[config.mk]
export PLATFORM = sky130hd
export DESIGN_NAME = amux_scan_seq
export DESIGN_NICKNAME = d
export VERILOG_FILES = /design/src/rtl/amux_scan_seq.sv
export SDC_FILE = /design/constraint.sdc
export NUM_CORES = 1
export LEC_CHECK = 0
export BUFFER_PORTS_ARGS = -buffer_cell sky130_fd_sc_hd__buf_2
export CAP_MARGIN = 0
export CORE_ASPECT_RATIO = 1.5
export CORE_MARGIN = 4
export CORE_UTILIZATION = 40
export CTS_BUF_LIST = sky130_fd_sc_hd__clkbuf_8
export CTS_CLUSTER_SIZE = 24
export DETAILED_ROUTE_END_ITERATION = 8
export PLACE_DENSITY = 0.68
export SYNTH_ARGS = -nofsm -noshare
export SYNTH_HDL_FRONTEND = slang
export SYNTH_SLANG_ARGS = --single-unit
[constraint.sdc]
create_clock -name clk -period 4 [get_ports clk]
set_input_delay 0.4 -clock clk [delete_from_list [all_inputs] [get_ports clk]]
set_output_delay 0.4 -clock clk [all_outputs]
set_load 0.03 [all_outputs]
[src/rtl/amux_scan_seq.sv]
// Scan sequencer for a 4-input analog mux and ADC: settles each enabled channel,
// triggers one conversion and keeps the last result per channel for readback.
module amux_scan_seq #(
  parameter int ADC_BITS       = 10,
  parameter int SETTLE_CYCLES  = 16,
  parameter int TIMEOUT_CYCLES = 255
) (
  input  logic                clk,
  input  logic                reset,
  input  logic                start,
  input  logic                stop,
  input  logic                continuous,
  input  logic [3:0]          ch_mask,
  output logic [1:0]          sel,
  output logic                adc_start,
  input  logic                adc_done,
  input  logic [ADC_BITS-1:0] adc_data,
  input  logic [1:0]          rd_ch,
  output logic [ADC_BITS-1:0] rd_data,
  output logic [3:0]          valid,
  output logic                busy,
  output logic                scan_done,
  output logic                timeout_err
);

  localparam logic [2:0] IDLE    = 3'd0;
  localparam logic [2:0] SETTLE  = 3'd1;
  localparam logic [2:0] CONVERT = 3'd2;
  localparam logic [2:0] WAIT    = 3'd3;
  localparam logic [2:0] STORE   = 3'd4;

  localparam int SW = (SETTLE_CYCLES > 1) ? $clog2(SETTLE_CYCLES) : 1;
  localparam int TW = (TIMEOUT_CYCLES > 1) ? $clog2(TIMEOUT_CYCLES) : 1;
  localparam logic [SW-1:0] SETTLE_LAST  = SW'(SETTLE_CYCLES - 1);
  localparam logic [TW-1:0] TIMEOUT_LAST = TW'(TIMEOUT_CYCLES - 1);

  logic [2:0]          state;
  logic [1:0]          ch;
  logic [SW-1:0]       scnt;
  logic [TW-1:0]       tcnt;
  logic                stop_pend;
  logic                conv_ok;
  logic [ADC_BITS-1:0] data_q;
  logic [ADC_BITS-1:0] result [4];

  logic [1:0] first_ch;
  logic [1:0] next_ch;
  logic       has_next;

  function automatic logic [1:0] lowest(input logic [3:0] m);
    lowest = '0;
    for (int unsigned i = 4; i > 0; i--) begin
      if (m[i-1]) lowest = 2'(i - 1);
    end
  endfunction

  always_comb begin
    first_ch = lowest(ch_mask);
    next_ch  = ch;
    has_next = 1'b0;
    for (int unsigned i = 0; i < 4; i++) begin
      if (!has_next && (i > 32'(ch)) && ch_mask[i]) begin
        has_next = 1'b1;
        next_ch  = 2'(i);
      end
    end
  end

  assign adc_start = (state == CONVERT);
  assign busy      = (state != IDLE);
  assign rd_data   = result[rd_ch];

  always_ff @(posedge clk) begin
    if (reset) begin
      state       <= IDLE;
      ch          <= '0;
      sel         <= '0;
      scnt        <= '0;
      tcnt        <= '0;
      stop_pend   <= 1'b0;
      conv_ok     <= 1'b0;
      data_q      <= '0;
      valid       <= '0;
      scan_done   <= 1'b0;
      timeout_err <= 1'b0;
      for (int unsigned i = 0; i < 4; i++) result[i] <= '0;
    end else begin
      scan_done <= 1'b0;
      // Stop is only remembered while scanning; STORE below consumes and clears it.
      if (state != IDLE && stop) stop_pend <= 1'b1;
      case (state)
        IDLE: begin
          if (start && ch_mask != '0) begin
            valid       <= '0;
            timeout_err <= 1'b0;
            stop_pend   <= 1'b0;
            ch          <= first_ch;
            sel         <= first_ch;
            scnt        <= '0;
            state       <= SETTLE;
          end
        end
        SETTLE: begin
          if (scnt == SETTLE_LAST) state <= CONVERT;
          else scnt <= scnt + 1'b1;
        end
        CONVERT: begin
          tcnt  <= '0;
          state <= WAIT;
        end
        WAIT: begin
          if (adc_done) begin
            data_q  <= adc_data;
            conv_ok <= 1'b1;
            state   <= STORE;
          end else if (tcnt == TIMEOUT_LAST) begin
            timeout_err <= 1'b1;
            conv_ok     <= 1'b0;
            state       <= STORE;
          end else begin
            tcnt <= tcnt + 1'b1;
          end
        end
        STORE: begin
          if (conv_ok) begin
            result[ch] <= data_q;
            valid[ch]  <= 1'b1;
          end
          scnt <= '0;
          if (stop_pend || stop) begin
            stop_pend <= 1'b0;
            state     <= IDLE;
          end else if (has_next) begin
            ch    <= next_ch;
            sel   <= next_ch;
            state <= SETTLE;
          end else begin
            scan_done <= 1'b1;
            // Restart clears valid after the write above, so a new scan starts empty.
            if (continuous && ch_mask != '0) begin
              valid <= '0;
              ch    <= first_ch;
              sel   <= first_ch;
              state <= SETTLE;
            end else begin
              state <= IDLE;
            end
          end
        end
        default: state <= IDLE;
      endcase
    end
  end

endmodule

==> results.txt, run 1 <==
P per Cell Area - 368.8 mW/mm^2
outcome - finished, final reports clean
Die Area - 0.01066 sq mm
root buf cell - clkbuf_8
clock skew - 0.007596 ns
Max Fclk - 433.0 MHz
CP arrival - 2.53 ns
placed cell areas - 0.003875 sq mm
FF/Latch Area - 0.001902 sq mm
min Tclk post-route - 2.310 ns
DR iter-0 viols - 146
worst stage delay on the critical path - 0.62 ns
first-pass GRT wire length - 12770 um
top cell type's share of synthesized area - 33.22%
mux share of post-synthesis cell area - 6.782%
Remaining DRCs - 0
main combinational cell family by area after synthesis - simple AND/OR/NAND/NOR gates
largest net degree at the start of global routing - 28
number of I/O pins - 42
most common cell in the synthesized netlist - nand2_1
Synth cell types - 62
Post-Layout Cell Count - 492
cell taking the most area after synthesis - edfxtp_1
EDFF count, synth - 40
Detail Placement HPWL - 5825 um
critical-path maximum fanout - 15
Final period util - 57.74%
Most used DFF post-synth - edfxtp_1
XOR/XNOR Fraction of Synth Area - 0.2422%
Setup Viol. Count Final - 0
asr flop ratio synth - 0%
Worst Hold Launch - stop
Die Wd - 85.63 um
core area - 0.008828 sq mm
worst setup path category - flip-flop to flip-flop
dpl cells - 476
Area contributors post-synth - edfxtp_1 33%, dfxtp_1 19%, mux4_2 6.2%
yosys warns - 0
Starting Density - 40.96%
R2R depth - 4
Pleak - 1.508 nW
Synth-to-Final Area Change - 11.83%
WP buf/inv - 0
final net count - 402
H-Tree Depth - 3
GRT overflow - 0
FILL cells - 848
startpoint types - flip-flop
Synth Net Count - 369
Critical-path top delay cell - nor3b_4
Vias - 2699
Setup WS post-layout - 1.690 ns
Synth Area in Compound Gates - 14.67%
Pre-antenna DRT Iters - 4
CTS Hold Bufs - 0
Setup TNS Final - 0 ns
Worst setup EP type - flip-flop
worst slew pin tran - 0.6740 ns
R2R Setup Slk - 1.69 ns
RSZ-0062 raised after global routing - no
worst hold path endpoint - stop_pend
vias per cell - 5.486
# resized after CTS - 0
Slew Viols, Final - 0
Die Y - 124.4 um
Max-slew headroom - 54.60%
Setup Buffers After CTS - 0
hold depth - 3
TritonCTS clock tree - built
IO buf count - 41
synthesis-stage register bit count - 75
Synth Instances - 344
worst hold path class - input port to flip-flop
Synth top cells by count - 44 x nand2_1, 40 x edfxtp_1, 35 x dfxtp_1
initial antenna violation count - 0
Synth Area in Simple Gates - 20.07%
sequential share of the synthesized area - 52.60%
GPL Wtd Cong - 0.8463
mapped cell area - 0.003616 sq mm
reg2reg end - result[1][0]
Worst VDD drop - 0.2005 mV
critical register-to-register path startpoint - state[2]
Num CTS Buffers - 9
CTS Buffer Depth - 2
WL per Instance - 15.83 um
area share of fa/ha/maj cells after synthesis - 1.038%
Syn Area/Cell - 10.51 sq um
fraction of layout cells with a size suffix above 1 - 21.73%
DRT antenna net count - 0
Hold Fails Final Rpt - 0
Clock Latency Late Sink - 0.35 ns
Clock Pin Slew Worst Setup and Hold Paths - 0.08 ns
max cap viols - 0
gr usage total - 15.25%
vias in the first global route - 2667
Required @ worst endpoint - 4.22 ns
final wirelength - 7788 um
post-route cell area - 0.004044 sq mm
clk sinks - 75
Antenna diodes - 0
multi-input logic area - 0.001548 sq mm
# rows - 42
CP cell instances - nor3b_4 > and3_1 > and3_1 > and2_1
pre-CTS setup slack - 1.704 ns
critical path's most frequent cell - and3_1
Worst path top cell family by delay - simple AND/OR/NAND/NOR gates
[kinds of logic after synthesis]
kind of cell / count (synthesis)
AO/OA/AOI/OAI: 73
XOR/XNOR: 1
adder cells (fa/ha/maj): 3
buffers and inverters: 39
flip-flops: 75
multiplexers: 12
AND/OR/NAND/NOR: 141
[state kept, by name (all words and copies together), names as in the netlist]
signal,count
ch,2
conv_ok,1
data_q,10
result,40
scan_done,1
scnt,4
state,3
stop_pend,1
tcnt,8
timeout_err,1
valid,4
[layout make-up]
cell class                 count  share of cell area, %
sequential                    75                  47.03
multi-input combinational    230                  38.27
timing repair buffer          43                  5.446
tap                          110                  3.403
clock buffer                   9                  3.063
inverter                      18                  1.671
clock inverter                 7                  1.114
[worst max path at each step]
stage	from	endpoint	slack [ns]	cells past startpoint
5_1_grt	state[2]	result[1][0]	1.50	4
3_5_place_dp	state[2]	result[1][8]	1.70	4
2_1_floorplan	state[2]	result[0][0]	1.80	5
6_report	state[2]	result[1][0]	1.69	4
3_3_place_gp	state[0]	result[1][5]	1.84	4
4_1_cts	state[2]	result[1][0]	1.68	4
[per-stage QoR]
| stage | hold WS, ns | total power, mW | utilization [%] |
|---|---|---|---|
| finish | 0.2943 | 1.491 | 45.81 |
| global route | 0.2944 | 1.554 | 45.81 |
| floorplan | 0.4374 | 0.9655 | - |
| detailed placement | 0.4572 | 1.011 | 43.89 |
| CTS | 0.2842 | 1.499 | 45.81 |
| global placement | 0.4549 | 1.006 | 43.89 |
[cells in the final DEF, fill, tap and decap left out, types with 10 or more instances in the layout]
| cell | count |
|---|---|
| a21oi_1 | 23 |
| nand3_1 | 10 |
| and2_1 | 11 |
| buf_2 | 41 |
| inv_1 | 18 |
| nand2_1 | 44 |
| edfxtp_1 | 40 |
| dfxtp_1 | 35 |
| mux4_2 | 10 |
| nor2_1 | 32 |
[where the power goes]
group | leakage [nW] | switching, mW | internal (mW)
clock | 0.0803 | 0.278 | 0.221
combinational | 0.732 | 0.0957 | 0.0554
sequential | 0.696 | 0.0152 | 0.826
total | 1.51 | 0.389 | 1.10
[worst reg2reg max path, cell delays in order (launching register included)]
cell and delay (ns):
dfxtp_1 0.48, nor3b_4 0.62, and3_1 0.50, and3_1 0.40
and2_1 0.18
[per-layer routing]
metal / wire length (um) / part of all wire, % / track usage, %
met1: 3033 / 39 / 16.29
met2: 4306 / 55 / 27.88
met3: 318 / 4.1 / 3.309
met4: 130 / 1.7 / 6.897
met5: 0 / 0 / 0
Power figures use the tool's default switching activity.
==> run 2, diff against run 1 <==
clock period = 2.2 ns   (was 4 ns; I/O delays follow)
==> results.txt, run 2 (synthesis gave the netlist of run 1 again) <==
outcome - finished, final reports clean (unchanged)
worst setup path category - flip-flop to primary output (was flip-flop to flip-flop)
Antenna diodes - 0 (unchanged)
critical register-to-register path startpoint - state[0] (was state[2])
Worst VDD drop - 0.3664 mV (was 0.2005 mV)
Slew Viols, Final - 0 (unchanged)
Required @ worst endpoint - 1.98 ns (was 4.22 ns)
Max Fclk - 530.6 MHz
commonest non-fill, non-tap cell in the layout - nand2_1 (unchanged)
initial antenna violation count - 0 (unchanged)
critical-path maximum fanout - 14 (was 15)
biggest regs - result (40), data_q (10), tcnt (8) (unchanged)
WL per Instance - 16.01 um (was 15.83 um)
Die Wd - 85.63 um (unchanged)
DRT antenna net count - 0 (unchanged)
max layer used - met4 (unchanged)
core area - 0.008828 sq mm (unchanged)
Worst setup EP type - primary output (was flip-flop)
Pleak - 1.559 nW (was 1.508 nW)
worst slew pin tran - 0.5327 ns (was 0.6740 ns)
CTS Buffer Depth - 2 (unchanged)
Clock Latency Late Sink - 0.35 ns (about the same)
Most flops, register - result (unchanged)
pre-CTS setup slack - 0.3719 ns (was 1.704 ns)
fraction of layout cells with a size suffix above 1 - 22.94% (was 21.73%)
Worst Hold Launch - adc_data[5] (was stop)
TritonCTS clock tree - built (unchanged)
RSZ-0062 raised after global routing - no (unchanged)
GRT overflow - 0 (unchanged)
IO buf count - 41 (unchanged)
multi-input logic area - 0.001548 sq mm (unchanged)
routed wl met3 - 355 um (was 318 um)
Starting Density - 40.96% (unchanged)
DR iter-0 viols - 142 (was 146)
total design power - 2.826 mW (was 1.491 mW)
metal1 wirelength - 3032 um (was 3033 um)
min Tclk post-route - 1.885 ns
Setup Buffers After CTS - 0 (unchanged)
Setup TNS Final - 0 ns (unchanged)
clk sinks - 75 (unchanged)
max cap viols - 0 (unchanged)
number of I/O pins - 42 (unchanged)
hold depth - 3 (unchanged)
Detail Placement HPWL - 5834 um (was 5825 um)
vias per cell - 5.484 (was 5.486)
largest net degree at the start of global routing - 17 (was 28)
Vias - 2731 (was 2699)
Die Area - 0.01066 sq mm (unchanged)
final net count - 408 (was 402)
Clock Pin Slew Worst Setup and Hold Paths - 0.08 ns (about the same)
most frequent cells in the layout - 44 x nand2_1, 41 x buf_2, 40 x edfxtp_1 (unchanged)
gr usage total - 15.25% (about the same)
Final Util - 46.53% (was 45.81%)
Synth-to-Final Area Change - 13.60% (was 11.83%)
Hold Fails Final Rpt - 0 (unchanged)
Max-slew headroom - 64.11% (was 54.60%)
FF/Latch Area - 0.001902 sq mm (unchanged)
CTS Hold Bufs - 0 (unchanged)
worst hold path class - input port to flip-flop (unchanged)
FILL cells - 866 (was 848)
startpoint types - flip-flop (unchanged)
crit path from - state[0] (was state[2])
Setup WS post-layout - 0.3154 ns (was 1.690 ns)
final wirelength - 7973 um (was 7788 um)
R2R depth - 4 (unchanged)
# resized after CTS - 0 (unchanged)
Die Y - 124.4 um (unchanged)
Final period util - 85.66%
root buf cell - clkbuf_8 (unchanged)
Remaining DRCs - 0 (unchanged)
H-Tree Depth - 3 (unchanged)
first-pass GRT wire length - 12810 um (was 12770 um)
P per Cell Area - 688.1 mW/mm^2 (was 368.8 mW/mm^2)
Largest register FFs - 40 (unchanged)
Num CTS Buffers - 9 (unchanged)
GPL Wtd Cong - 0.8046 (was 0.8463)
vias in the first global route - 2707 (was 2667)
clock skew - 0.01038 ns (was 0.007596 ns)
CP arrival - 1.66 ns (was 2.53 ns)
met2 wire length - 4513 um (was 4306 um)
Pre-antenna DRT Iters - 6 (was 4)
# rows - 42 (unchanged)
Setup Viol. Count Final - 0 (unchanged)
run 2: area by class of cell:
class | instances | area share, %
Inverter | 18 | 1.645
Clock inverter | 7 | 1.553
Multi-Input combinational cell | 230 | 37.68
Clock buffer | 9 | 3.016
Tap cell | 110 | 3.351
Sequential cell | 75 | 46.30
Timing Repair Buffer | 49 | 6.457
run 2: power by group:
| group | leakage [nW] | total (mW) | internal, mW | switching [mW] |
|---|---|---|---|---|
| Clock | 0.102 | 1.01 | 0.514 | 0.501 |
| Sequential | 0.696 | 1.53 | 1.50 | 0.0242 |
| Combinational | 0.762 | 0.286 | 0.107 | 0.178 |
run 2: layer usage:
metal | GRT usage, % | vias up
li1 | - | 1332
met1 | 15.87 | 1333
met2 | 29.40 | 61
met3 | 2.912 | 5
met4 | 5.312 | 0
met5 | 0 | -
run 2: per-stage QoR:
| step | hold WS (ns) | instances | instance area (sq um) |
|---|---|---|---|
| 6_report | 0.1122 | 498 | 4108 |
| 5_1_grt | 0.1290 | 498 | 4108 |
| 4_1_cts | 0.1053 | 498 | 4108 |
| 3_5_place_dp | 0.4608 | 482 | 3920 |
| 3_3_place_gp | 0.4562 | 482 | 3920 |
| 2_1_floorplan | 0.3560 | 344 | 3616 |
run 2: final timing paths:
path               end  slack, ns
min reg2reg   valid[0]       0.47
min          data_q[5]       0.11
max reg2reg    tcnt[3]       0.34
max               busy       0.32
run 2: critical path, stage by stage (launching register included):
cell,delay [ns]
dfxtp_1,0.45
nor3_2,0.49
inv_1,0.16
buf_2,0.22
==> run 3, diff against run 2 <==
clock period = 2.35 ns   (was 2.2 ns; I/O delays follow)
==> results.txt, run 3 (synthesis gave the netlist of run 1 again) <==
outcome - finished, final reports clean (unchanged)
max cap viols - 0 (unchanged)
worst slew pin tran - 0.5639 ns (was 0.5327 ns)
most frequent cells in the layout - 44 x nand2_1, 41 x buf_2, 40 x edfxtp_1 (unchanged)
Hold Fails Final Rpt - 0 (unchanged)
commonest non-fill, non-tap cell in the layout - nand2_1 (unchanged)
startpoint types - flip-flop (unchanged)
Most flops, register - result (unchanged)
Vias - 2781 (was 2731)
Pre-antenna DRT Iters - 4 (was 6)
CP arrival - 1.69 ns (was 1.66 ns)
Die Area - 0.01066 sq mm (unchanged)
DRT antenna net count - 0 (unchanged)
Critical-path top delay cell - nor3_2 (unchanged)
CTS Buffer Depth - 2 (unchanged)
initial antenna violation count - 0 (unchanged)
Worst VDD drop - 0.2934 mV (was 0.3664 mV)
worst setup path category - flip-flop to primary output (unchanged)
Max Fclk - 518.8 MHz
Num CTS Buffers - 9 (unchanged)
critical-path maximum fanout - 14 (unchanged)
number of I/O pins - 42 (unchanged)
worst hold path class - input port to flip-flop (unchanged)
WP buf/inv - 2 (unchanged)
final wirelength - 7987 um (was 7973 um)
Worst setup EP type - primary output (unchanged)
clock skew - 0.005950 ns (was 0.01038 ns)
fraction of layout cells with a size suffix above 1 - 23.00% (was 22.94%)
Clock Latency Late Sink - 0.35 ns (about the same)
Clock Pin Slew Worst Setup and Hold Paths - 0.07 ns (was 0.08 ns)
min Tclk post-route - 1.928 ns
H-Tree Depth - 3 (unchanged)
vias per cell - 5.596 (was 5.484)
placed cell areas - 0.003913 sq mm (was 0.003920 sq mm)
biggest regs - result (40), data_q (10), tcnt (8) (unchanged)
CP cell instances - nor3_2 > inv_1 > buf_2 (unchanged)
vias in the first global route - 2700 (was 2707)
gr usage total - 15.40% (was 15.25%)
WL per Instance - 16.07 um (was 16.01 um)
Largest register FFs - 40 (unchanged)
IO buf count - 41 (unchanged)
Worst path top cell family by delay - simple AND/OR/NAND/NOR gates (unchanged)
largest net degree at the start of global routing - 27 (was 17)
TritonCTS clock tree - built (unchanged)
RSZ-0062 raised after global routing - no (unchanged)
GPL Wtd Cong - 0.8575 (was 0.8046)
Setup Viol. Count Final - 0 (unchanged)
Synth-to-Final Area Change - 13.88% (was 13.60%)
Die Y - 124.4 um (unchanged)
Setup Buffers After CTS - 0 (unchanged)
clk sinks - 75 (unchanged)
CTS Hold Bufs - 0 (unchanged)
R2R Setup Slk - 0.50 ns (was 0.34 ns)
Remaining DRCs - 0 (unchanged)
Starting Density - 40.96% (unchanged)
root buf cell - clkbuf_8 (unchanged)
Slew Viols, Final - 0 (unchanged)
Max-slew headroom - 62.01% (was 64.11%)
Pleak - 1.555 nW (was 1.559 nW)
Final period util - 82.02%
post-route cell area - 0.004118 sq mm (was 0.004108 sq mm)
total design power - 2.708 mW (was 2.826 mW)
first-pass GRT wire length - 12840 um (was 12810 um)
Antenna diodes - 0 (unchanged)
Min Hold Slack - 0.1283 ns (was 0.1122 ns)
Detail Placement HPWL - 5813 um (was 5834 um)
Die Wd - 85.63 um (unchanged)
# resized after CTS - 0 (unchanged)
GRT overflow - 0 (unchanged)
P per Cell Area - 657.7 mW/mm^2 (was 688.1 mW/mm^2)
worst stage delay on the critical path - 0.50 ns (was 0.49 ns)
final net count - 407 (was 408)
DR iter-0 viols - 125 (was 142)
# rows - 42 (unchanged)
Required @ worst endpoint - 2.12 ns (was 1.98 ns)
Setup TNS Final - 0 ns (unchanged)
core area - 0.008828 sq mm (unchanged)
-- run 3: changes by cell type in the layout (fill, tap and decap cells not counted) --
cell,before,now
clkinv_4,1,0
clkinvlp_4,1,2
clkinv_2,2,1
buf_4,8,7
inv_1,20,19
clkbuf_8,9,11
-- run 3: final cells by class --
type | count | area (sq um)
clock buffer | 11 | 151.4
inverter | 18 | 67.56
fill | 832 | 4711
multi-input combinational | 230 | 1548
clock inverter | 5 | 53.80
sequential | 75 | 1902
tap | 110 | 137.6
timing repair buffer | 48 | 257.7
-- run 3: per-layer routing --
metal  global-route usage [%]  up-vias  wire (um)
met5                        0        -          0
met4                    7.176        0        216
met3                    3.772       14        357
met2                    27.52       73       4320
met1                    16.67     1360       3093
li1                         -     1334          -
-- run 3: worst paths after layout --
kind / endpoint / cells past startpoint / from
max: busy / 3 / state[0]
min reg2reg: valid[1] / 2 / valid[1]
max reg2reg: tcnt[3] / 4 / state[0]
min: data_q[5] / 3 / adc_data[5]
-- run 3: worst register-to-register path, stage by stage (launching register included) --
cell and delay, ns:
dfxtp_1 0.61, and4bb_2 0.30, o21ai_0 0.21, or4b_1 0.53
a21oi_1 0.14
-- run 3: power by group --
part | total [mW] | leakage [nW] | switching, mW | internal [mW]
clock | 1.01 | 0.103 | 0.470 | 0.542
combinational | 0.264 | 0.757 | 0.166 | 0.0986
sequential | 1.43 | 0.696 | 0.0250 | 1.41
total | 2.71 | 1.56 | 0.661 | 2.05
-- run 3: stage by stage --
stage / cells / util, % / setup slack, ns
6_report: 497 / 46.64 / 0.4225
5_1_grt: 497 / 46.64 / 0.2778
4_1_cts: 497 / 46.64 / 0.4024
3_5_place_dp: 481 / 44.32 / 0.5330
3_3_place_gp: 481 / 44.32 / 0.5605
2_1_floorplan: 344 / - / 0.1520
